[src/rtl/neuron_pkg.sv]
// rtl/neuron_pkg.sv - shared types, saturation and weight-seed helpers for the training neuron
package neuron_pkg;

  typedef enum logic [2:0] {IDLE, FWD, RES, ERR, BWD, PRP} state_t;

  // Wide signed working type; every intermediate sum/product fits before saturation
  localparam int CALC_W = 64;
  typedef logic signed [CALC_W-1:0] calc_t;

  // Sequencer index must reach 2*n (backward pass issues two products per input plus a drain)
  function automatic int idx_bits(input int n);
    return $clog2(2 * n + 1);
  endfunction

  // Forward accumulator: full product width plus growth for n terms
  function automatic int acc_bits(input int w, input int n);
    return 2 * w + $clog2(n);
  endfunction

  // Clamp to the signed range of a w-bit value
  function automatic calc_t sat(input calc_t v, input int w);
    calc_t hi;
    calc_t lo;
    hi = (calc_t'(1) <<< (w - 1)) - calc_t'(1);
    lo = -(calc_t'(1) <<< (w - 1));
    if (v > hi) return hi;
    else if (v < lo) return lo;
    else return v;
  endfunction

  // 16-bit Fibonacci LFSR stepped idx+1 times from the seed; seed 0 stays 0
  function automatic logic [15:0] seed_weight(input int seed, input int idx);
    logic [15:0] lfsr;
    lfsr = 16'(seed);
    for (int k = 0; k <= idx; k++) begin
      lfsr = {lfsr[14:0], lfsr[15] ^ lfsr[13] ^ lfsr[12] ^ lfsr[10]};
    end
    return lfsr;
  endfunction

endpackage

[src/rtl/neuron_mac_mul.sv]
// rtl/neuron_mac_mul.sv - registered signed W x W multiplier shared by forward and backward passes
module neuron_mac_mul #(
  parameter int W = 16
) (
  input  logic                  clock,
  input  logic                  reset,
  input  logic signed [W-1:0]   a,
  input  logic signed [W-1:0]   b,
  output logic signed [2*W-1:0] p
);

  // One-cycle product register; operands widened first so the full product is kept
  always_ff @(posedge clock or negedge reset) begin
    if (!reset) p <= '0;
    else        p <= (2*W)'(a) * (2*W)'(b);
  end

endmodule

[src/rtl/neuron_mac.sv]
// rtl/neuron_mac.sv - N-input training neuron, one shared multiplier; optional ReLU via NEURON_MAC_RELU_EN
module neuron_mac
  import neuron_pkg::*;
#(
  parameter int N    = 2,
  parameter int A    = 8,
  parameter int W    = 16,
  parameter int RATE = 0,
  parameter int SEED = 0
) (
  input  logic                  clock,
  input  logic                  reset,
  input  logic                  train,
  input  logic                  argument_valid,
  output logic                  argument_ready,
  input  logic [N-1:0][A-1:0]   argument_data,
  output logic                  result_valid,
  input  logic                  result_ready,
  output logic signed [W-1:0]   result_data,
  input  logic                  error_valid,
  output logic                  error_ready,
  input  logic signed [W-1:0]   error_data,
  output logic                  propagate_valid,
  input  logic                  propagate_ready,
  output logic [N-1:0][W-1:0]   propagate_data
);

  localparam int IDX_W = idx_bits(N);
  localparam int ACC_W = acc_bits(W, N);

  state_t                     state;
  logic [IDX_W-1:0]           idx;
  logic [N-1:0][A-1:0]        args_q;
  logic signed [W-1:0]        err_q;
  logic signed [W-1:0]        w [N];
  logic signed [W-1:0]        bias;
  logic signed [ACC_W-1:0]    acc;
  logic [N-1:0][W-1:0]        prop_q;
  logic signed [W-1:0]        mul_a;
  logic signed [W-1:0]        mul_b;
  logic signed [2*W-1:0]      mul_p;
  calc_t                      sum_c;
  logic signed [W-1:0]        pre_c;
  logic signed [W-1:0]        res_c;
`ifdef NEURON_MAC_RELU_EN
  logic signed [W-1:0]        pre_q;
`endif

  assign propagate_data = prop_q;

  neuron_mac_mul #(.W(W)) u_mul (
    .clock (clock),
    .reset (reset),
    .a     (mul_a),
    .b     (mul_b),
    .p     (mul_p)
  );

  // Multiplier operand select: FWD issues w[i]*arg[i]; BWD issues err*w[i] then err*arg[i]
  always_comb begin
    mul_a = '0;
    mul_b = '0;
    for (int i = 0; i < N; i++) begin
      if (state == FWD && idx == IDX_W'(i)) begin
        mul_a = w[i];
        mul_b = W'(args_q[i]);
      end
      if (state == BWD && idx == IDX_W'(2 * i)) begin
        mul_a = err_q;
        mul_b = w[i];
      end
      if (state == BWD && idx == IDX_W'(2 * i + 1)) begin
        mul_a = err_q;
        mul_b = W'(args_q[i]);
      end
    end
  end

  // Final forward value: last product folded in, scaled, saturated, bias added and saturated again
  always_comb begin
    sum_c = (calc_t'(acc) + calc_t'(mul_p)) >>> A;
    pre_c = W'(sat(sat(sum_c, W) + calc_t'(bias), W));
`ifdef NEURON_MAC_RELU_EN
    res_c = pre_c[W-1] ? '0 : pre_c;
`else
    res_c = pre_c;
`endif
  end

  // Transaction sequencer: products arrive one cycle after issue, so each pass ends with a drain step
  always_ff @(posedge clock or negedge reset) begin
    if (!reset) begin
      state           <= IDLE;
      idx             <= '0;
      args_q          <= '0;
      err_q           <= '0;
      acc             <= '0;
      prop_q          <= '0;
      result_data     <= '0;
      result_valid    <= 1'b0;
      argument_ready  <= 1'b0;
      error_ready     <= 1'b0;
      propagate_valid <= 1'b0;
      for (int i = 0; i < N; i++) w[i] <= W'($signed(seed_weight(SEED, i)));
      bias            <= W'($signed(seed_weight(SEED, N)));
`ifdef NEURON_MAC_RELU_EN
      pre_q           <= '0;
`endif
    end else begin
      case (state)
        IDLE: begin
          if (argument_ready && argument_valid) begin
            args_q         <= argument_data;
            argument_ready <= 1'b0;
            acc            <= '0;
            idx            <= '0;
            state          <= FWD;
          end else begin
            argument_ready <= 1'b1;
          end
        end
        FWD: begin
          if (idx == IDX_W'(N)) begin
            result_data  <= res_c;
            result_valid <= 1'b1;
`ifdef NEURON_MAC_RELU_EN
            pre_q        <= pre_c;
`endif
            idx          <= '0;
            state        <= RES;
          end else begin
            if (idx != '0) acc <= acc + ACC_W'(mul_p);
            idx <= idx + IDX_W'(1);
          end
        end
        RES: begin
          if (result_ready) begin
            result_valid <= 1'b0;
            if (train) begin
              error_ready <= 1'b1;
              state       <= ERR;
            end else begin
              argument_ready <= 1'b1;
              state          <= IDLE;
            end
          end
        end
        ERR: begin
          if (error_valid) begin
`ifdef NEURON_MAC_RELU_EN
            err_q <= (pre_q[W-1] || pre_q == '0) ? '0 : error_data;
`else
            err_q <= error_data;
`endif
            error_ready <= 1'b0;
            idx         <= '0;
            state       <= BWD;
          end
        end
        BWD: begin
          for (int i = 0; i < N; i++) begin
            if (idx == IDX_W'(2 * i + 1))
              prop_q[i] <= W'(sat(calc_t'(mul_p) >>> A, W));
            if (idx == IDX_W'(2 * i + 2))
              w[i] <= W'(sat(calc_t'(w[i]) + (calc_t'(mul_p) >>> (A + RATE)), W));
          end
          if (idx == IDX_W'(2 * N)) begin
            bias            <= W'(sat(calc_t'(bias) + (calc_t'(err_q) >>> RATE), W));
            propagate_valid <= 1'b1;
            idx             <= '0;
            state           <= PRP;
          end else begin
            idx <= idx + IDX_W'(1);
          end
        end
        PRP: begin
          if (propagate_ready) begin
            propagate_valid <= 1'b0;
            argument_ready  <= 1'b1;
            state           <= IDLE;
          end
        end
        default: state <= IDLE;
      endcase
    end
  end

endmodule

[config.mk]
export PLATFORM = sky130hd
export DESIGN_NAME = neuron_mac
export DESIGN_NICKNAME = d
export VERILOG_FILES = /design/src/rtl/neuron_pkg.sv /design/src/rtl/neuron_mac_mul.sv /design/src/rtl/neuron_mac.sv
export SDC_FILE = /design/constraint.sdc
export NUM_CORES = 1
export LEC_CHECK = 0
export BUFFER_PORTS_ARGS = -buffer_cell sky130_fd_sc_hd__buf_2
export CAP_MARGIN = 40
export CORE_AREA = 2 2 206 208
export CTS_CLUSTER_DIAMETER = 200
export DETAILED_ROUTE_END_ITERATION = 6
export DIE_AREA = 0 0 208 210
export GPL_TIMING_DRIVEN = 0
export HOLD_SLACK_MARGIN = 0.12
export PLACE_DENSITY = 0.74
export SLEW_MARGIN = 10
export SYNTH_ARGS = -nofsm -noshare
export SYNTH_HDL_FRONTEND = slang
export SYNTH_SLANG_ARGS = --single-unit
[constraint.sdc]
create_clock -name clock -period 9.4 [get_ports clock]
set_input_delay 1.88 -clock clock [delete_from_list [all_inputs] [get_ports clock]]
set_output_delay 1.88 -clock clock [all_outputs]
set_load 0.02 [all_outputs]
## Yosys cells after proc, flatten, opt, wreduce, memory -nomap -nowiden

Index checks and enable logic that the tools add are counted.

| storage, ports and cells | value |
|---|---|
| output and inout port bits | 52 |
| register bits after elaboration | 203 |
| input bits | 39 |

| cells by class | value |
|---|---|
| add/sub/neg operators | 7 |
| equal/unequal tests | 19 |
| reductions and logical operators | 30 |
| $lt $le $gt $ge | 12 |
| mux-type cells | 56 |
| multipliers | 1 |

Operator list:

| operator | count |
|---|---|
| 16-bit 2-to-1 mux | 21 |
| 64-bit 2-to-1 mux | 2 |
| 33-bit 2-to-1 mux | 3 |
| 33-bit one-hot mux with 2 select lines | 1 |
| 64-bit by 16-bit adder with 64-bit output | 1 |
| 64-bit by 16-bit > comparator with 1-bit output, second input constant | 1 |
| 64-bit by 16-bit < comparator with 1-bit output, second input constant | 1 |
| 16-bit by 24-bit adder with 25-bit output | 2 |
| 25-bit by 16-bit > comparator with 1-bit output, second input constant | 2 |
| 25-bit by 16-bit < comparator with 1-bit output, second input constant | 2 |
| 33-bit by 32-bit adder with 34-bit output | 1 |
| 33-bit by 32-bit adder with 33-bit output | 1 |
| 16-bit by 16-bit multiplier with 32-bit output | 1 |
| 3-bit 2-to-1 mux | 10 |
| 26-bit by 16-bit > comparator with 1-bit output, second input constant | 1 |
| 26-bit by 16-bit < comparator with 1-bit output, second input constant | 1 |
| 24-bit by 16-bit > comparator with 1-bit output, second input constant | 1 |
| 24-bit by 16-bit < comparator with 1-bit output, second input constant | 1 |
| 3-bit one-hot mux with 6 select lines | 1 |
| 16-bit by 16-bit adder with 17-bit output | 1 |
| 17-bit by 16-bit > comparator with 1-bit output, second input constant | 1 |
| 17-bit by 16-bit < comparator with 1-bit output, second input constant | 1 |
| 2-bit != test, second input constant | 7 |
| 2-bit AND reduction | 7 |
| 19 further kinds | 54 |

## Longest topological paths before layout

| depth | value |
|---|---|
| word-level depth | 9 |
| depth in mapped cells | 39 |
| gate-level depth less buffers | 38 |

## Hierarchy

From an unflattened synthesis, not the netlist that was laid out.

| second synthesis, totals | value |
|---|---|
| cell total of the unflattened synthesis | 2930 |
| area total of the unflattened synthesis | 25592.0 um^2 |

Modules (own cells, without submodules):

| module | times used | cells each | area an instance (um^2) |
|---|---|---|---|
| neuron_mac | 1 | 1769 | 14766.7 |
| neuron_mac_mul | 1 | 1161 | 10825.4 |

## Worst setup path after synthesis

No wires, ideal clock.

| timing path | value |
|---|---|
| kind | register to register |
| start | reg acc[0] |
| end | reg result_data[4] |
| library setup time | 0.072 ns |
| period minus slack after synthesis | 7.918 ns |
| cell stages (with the launch flop) | 35 |
| arrival | 7.846 ns |
| slack | 1.482 ns |
| cell sequence | dfrtp_1 > ha_1 > inv_1 > fa_1 > nor2b_1 > o2111ai_1 > a311o_1 > a2111oi_1 > nor3_1 > a311oi_1 > and3_1 > nand4_1 > or3_1 > ha_1 > clkbuf_1 > o21a_1 > ha_1 > clkbuf_1 > and4_1 > a211o_1 > or3_1 > o21ai_0 > nor2_1 > o21ai_0 > nand2b_1 > a21oi_1 > fa_1 > nor4bb_1 > nand4_1 > nor4_1 > nand3_1 > o41ai_2 > buf_2 > a21oi_1 > nor2_1 |

| on the way | value |
|---|---|
| word-level cells in the longest chain between the ends | 8 |
| elaborated cells between the ends (all ways) | 10 |

RTL lines:

| item | line | RTL |
|---|---|---|
| start: declaration | neuron_mac.sv:37 | `logic signed [ACC_W-1:0] acc;` |
| start signal: assignment | neuron_mac.sv:132 | `if (idx != '0) acc <= acc + ACC_W'(mul_p);` |
| 33-bit by 32-bit adder with 34-bit output * | neuron_mac.sv:81 | `sum_c = (calc_t'(acc) + calc_t'(mul_p)) >>> A;` |
| 26-bit by 16-bit < comparator with 1-bit output | neuron_pkg.sv:27 | `else if (v < lo) return lo;` |
| 64-bit 2-to-1 mux | neuron_pkg.sv:27 |  |
| 64-bit 2-to-1 mux * | neuron_pkg.sv:26 | `if (v > hi) return hi;` |
| 64-bit by 16-bit adder with 64-bit output * | neuron_mac.sv:82 | `pre_c = W'(sat(sat(sum_c, W) + calc_t'(bias), W));` |
| 64-bit by 16-bit < comparator with 1-bit output | neuron_pkg.sv:27 |  |
| 16-bit 2-to-1 mux | neuron_pkg.sv:27 |  |
| 16-bit 2-to-1 mux * | neuron_pkg.sv:26 |  |
| end signal: assignment | neuron_mac.sv:124 | `result_data <= res_c;` |
| end: declaration | neuron_mac.sv:19 | `output logic signed [W-1:0] result_data,` |

Every way passes the cells marked *; elsewhere a longest branch is shown, timed or not.
A chain may end at the register's enable or synchronous reset.

## Worst setup path in the final report

| timing path | value |
|---|---|
| start | reg idx[0] |
| end | reg u_mul.p[31] |

| on the way | value |
|---|---|
| word-level cells in the longest chain between the ends | 9 |
| elaborated cells between the ends (all ways) | 23 |

RTL lines:

| item | line | RTL |
|---|---|---|
| start: declaration | neuron_mac.sv:32 | `logic [IDX_W-1:0] idx;` |
| start signal: assignment | neuron_mac.sv:133 | `idx <= idx + IDX_W'(1);` |
| start signal: assignment | neuron_mac.sv:173 | `idx <= idx + IDX_W'(1);` |
| 3-bit zero test | neuron_mac.sv:64, neuron_mac.sv:68 |  |
| 1-bit logical AND | neuron_mac.sv:64 | `if (state == FWD && idx == IDX_W'(i)) begin` |
| 16-bit 2-to-1 mux or 8-bit 2-to-1 mux (tied branches) | neuron_mac.sv:64 |  |
| 16-bit 2-to-1 mux | neuron_mac.sv:68 | `if (state == BWD && idx == IDX_W'(2 * i)) begin` |
| 16-bit 2-to-1 mux | neuron_mac.sv:72 | `if (state == BWD && idx == IDX_W'(2 * i + 1)) begin` |
| 16-bit 2-to-1 mux | neuron_mac.sv:64 |  |
| 16-bit 2-to-1 mux | neuron_mac.sv:68 |  |
| 16-bit 2-to-1 mux | neuron_mac.sv:72 |  |
| 16-bit by 16-bit multiplier with 32-bit output * | neuron_mac_mul.sv:15 | `else p <= (2*W)'(a) * (2*W)'(b);` |
| end signal: assignment | neuron_mac_mul.sv:15 |  |
| end: declaration | neuron_mac_mul.sv:9 | `output logic signed [2*W-1:0] p` |

Marked as above.

==> impl_metrics.json <==
{
  "ant_nets": 0,
  "n_antenna_cell": 0,
  "cpMostUsedCell": "fa_1",
  "synth_seq_cells": 203,
  "num_vias": 21910,
  "drtIter0Drc": 1822,
  "grt_util_met1": 0.4407,
  "grt_first_pass_wirelength_mm": 120.0,
  "r2r_end": "u_mul.p[31]",
  "final_cell_area_mm2": 0.02738,
  "grt_remaining_overflow": 0,
  "clock_path_buffers": 3,
  "holdPathEnd": "propagate_data[26]",
  "slew_headroom": 0.3618,
  "yosysSeqAreaShare": 0.2041,
  "vdd_drop_max_uv": 146.5,
  "crit_family": "adder cells",
  "dp.cells": 3501,
  "period_share": 0.9683,
  "wl_per_cell_um": 21.41,
  "port-buffer-count": 90,
  "power_density_mw_per_mm2": 222.7,
  "grtUsageMet2": 0.5836,
  "synth_flop_cell": "dfrtp_1",
  "fmax_mhz": 109.9,
  "cp_max_fo": 10,
  "synth-edff-count": 0,
  "tightest_slew_ns": 0.9332,
  "period_minus_slack_ns": 9.102,
  "hold_viol_final": 0,
  "fin_total_pwr_mw": 6.097,
  "grt-busiest-layer": "met2",
  "final_net_count": 3527,
  "critPathCaptureType": "flip-flop",
  "fp.coreArea_mm2": 0.04148,
  "r2r_setup_slack_ns": 0.30,
  "syn_area_mm2": 0.02490,
  "pin_count": 91,
  "synth_warnings": 0,
  "power_leakage_nw": 13.49,
  "setup_tns_ns": 0,
  "clock-sinks": 203,
  "setup.worst_path.class": "reg -> reg",
  "row_count": 75,
  "cts_tree": "yes",
  "synth_fp_nets": 3385,
  "place_area_mm2": 0.02620,
  "cts-root-buf": "clkbuf_16",
  "drive_gt1_frac": 0.09672,
  "min_from": "propagate_data[26]",
  "antenna_found_initial": 2,
  "r2r_cells": 30,
  "initial_core_util": 0.6002,
  "stdcell_count": 3558,
  "grt_max_degree": 83,
  "grt_pass1_vias": 22200,
  "die_w_um": 208,
  "area_growth_pct": 9.967,
  "cts_hold_buffers": 0,
  "worstHoldPathType": "reg -> reg",
  "synth-async-reset-ratio": 1.000,
  "fin_ws_ns": 0.2981,
  "grt_usage": 0.3513,
  "drc_errors": 0,
  "via_per_inst": 6.159,
  "postSynthCellCount": 2859,
  "maxCapViolCount": 0,
  "clk_pin_slew_worst_paths_ns": 0.07,
  "die-area_mm2": 0.04368,
  "clk-insertion-delay-late_ns": 0.55,
  "dp_slack_ns": -0.6737,
  "place.gp.congestion": 0.9896,
  "die_h_um": 210,
  "hpwl_mm": 61.18,
  "first_pass_iters": 6,
  "max_stage_delay_ns": 0.58,
  "cp.required_ns": 9.83,
  "ys_types": 78,
  "grt_use_met3": 0.05364,
  "wl_mm": 76.17,
  "status": "completed",
  "cp_data_arrival_time_ns": 9.53,
  "crit_buf_inv": 8,
  "start_kind": "flip-flop",
  "finalMaxSlewViolations": 0,
  "reg2reg_from": "idx[0]",
  "finalSetupViolCount": 0,
  "syn_avg_cell_area_um2": 8.708,
  "hold_path_depth": 2,
  "finClkSkew_ns": 0.02177,
  "tritoncts.num_buffers": 24,
  "cp_slowest_cell": "fa_1",
  "cts_max_level": 1
}
## worst max-delay path by stage
stage,from,end,cells after the start
4_1_cts,acc[0],result_data[8],33
5_1_grt,u_mul.p[12],result_data[8],38
2_1_floorplan,acc[0],result_data[4],34
3_3_place_gp,idx[0],u_mul.p[31],29
6_report,idx[0],u_mul.p[31],30
3_5_place_dp,state[1],u_mul.p[31],32
## synth_stat cells, types with 6 or more instances
cell type | number | area (µm²)
o21bai_1 | 23 | 172.7
nor2_1 | 283 | 1062
xor2_1 | 36 | 315.3
xnor2_1 | 86 | 753.2
o22ai_1 | 10 | 62.56
o211ai_1 | 16 | 120.1
and2_1 | 35 | 219.0
nor3b_1 | 6 | 45.04
ha_1 | 211 | 2640
nand3_1 | 22 | 110.1
and4_1 | 8 | 70.07
nor3_1 | 30 | 150.1
o31ai_1 | 9 | 67.56
a22o_1 | 24 | 210.2
a211oi_1 | 25 | 187.7
mux2i_1 | 19 | 190.2
nand4_1 | 21 | 131.4
nor4_1 | 13 | 81.33
o21a_1 | 30 | 225.2
or3_1 | 19 | 118.9
a22oi_1 | 26 | 195.2
a21oi_1 | 215 | 1076
a21o_1 | 53 | 397.9
mux2_2 | 39 | 439.2
and3_1 | 17 | 106.4
a311oi_1 | 10 | 87.58
nand2_1 | 342 | 1284
fa_1 | 276 | 5525
nand2b_1 | 29 | 181.4
or2_2 | 11 | 68.82
nor4b_1 | 9 | 78.83
o21ai_0 | 169 | 845.8
dfrtp_1 | 203 | 5080
a31oi_1 | 16 | 100.1
clkbuf_1 | 84 | 315.3
nor2b_1 | 33 | 206.5
inv_1 | 312 | 1171
## area by class of cell
| class | count | area, µm² |
|---|---|---|
| Timing Repair Buffer | 119 | 740.7 |
| Inverter | 312 | 1171 |
| Clock buffer | 30 | 664.4 |
| Multi-Input combinational cell | 2249 | 18500 |
| Tap cell | 539 | 674.4 |
| Sequential cell | 203 | 5086 |
| Fill cell | 3492 | 14100 |
| Clock inverter | 14 | 150.1 |
| Buffer | 92 | 391.6 |
## sequential cells by signal, summed over array words and instances (netlist names), 3 cells and up
| signal | cells |
|---|---|
| idx | 3 |
| bias | 16 |
| w | 32 |
| u_mul.p | 32 |
| propagate_data | 32 |
| err_q | 16 |
| args_q | 16 |
| state | 3 |
| result_data | 16 |
| acc | 33 |
## placed cells by master (no fill, tap or decap), types with 9 or more instances in the layout
cell type / n
nand2_1: 342
inv_1: 312
nor2_1: 278
fa_1: 275
a21oi_1: 212
ha_1: 209
dfrtp_1: 198
o21ai_0: 165
buf_2: 100
xnor2_1: 86
clkbuf_1: 65
a21o_1: 53
mux2_2: 39
and2_1: 35
xor2_1: 35
nor2b_1: 32
o21a_1: 30
nor3_1: 29
nand2b_1: 29
clkbuf_16: 25
a22oi_1: 24
a22o_1: 24
o21bai_1: 23
nand3_1: 22
a211oi_1: 21
nand4_1: 21
buf_4: 20
or3_1: 19
clkbuf_2: 19
and3_1: 17
o211ai_1: 16
mux2i_1: 16
a31oi_1: 15
or2_2: 11
o22ai_1: 10
nor4_1: 10
o31ai_1: 9
## where the power goes
part | switching [mW] | internal, mW
clock network | 0.411 | 0.563
registers | 0.393 | 1.16
logic | 2.26 | 1.31
total | 3.06 | 3.03
## worst min-delay path: cells and delay by family, from the launching register on
family	cells	cell delay [ns]
DFF	1	0.34
AOI/OAI and AO/OA	1	0.06
and+or+nand+nor	1	0.04
## metrics by stage
| step | hold slack (ns) | util |
|---|---|---|
| floorplan | 0.4563 | - |
| global placement | 0.4651 | 0.6273 |
| detailed placement | 0.4678 | 0.6317 |
| CTS | 0.4817 | 0.6532 |
| global route | 0.4942 | 0.6600 |
| finish | 0.4713 | 0.6600 |
## layer usage
metal / part of all wire / up-vias
li1: - / 9999
met1: 0.38 / 10760
met2: 0.48 / 883
met3: 0.074 / 267
met4: 0.065 / 8
met5: 0.00067 / -
## logic make-up after synthesis
group,synth area share
buf+inv,0.06202
flops,0.2041
mux,0.02528
fa+ha+maj,0.3280
compound gates,0.1769
simple gates,0.1609
xor+xnor,0.04292
## what timing repair did
item | 4_1_cts | 5_1_grt
pin swaps | 2 | 6
buffers inserted | 2 | 13
endpoints found under the setup margin | 23 | 24
gates resized for setup | 18 | 73
Power figures use the tool's default switching activity.
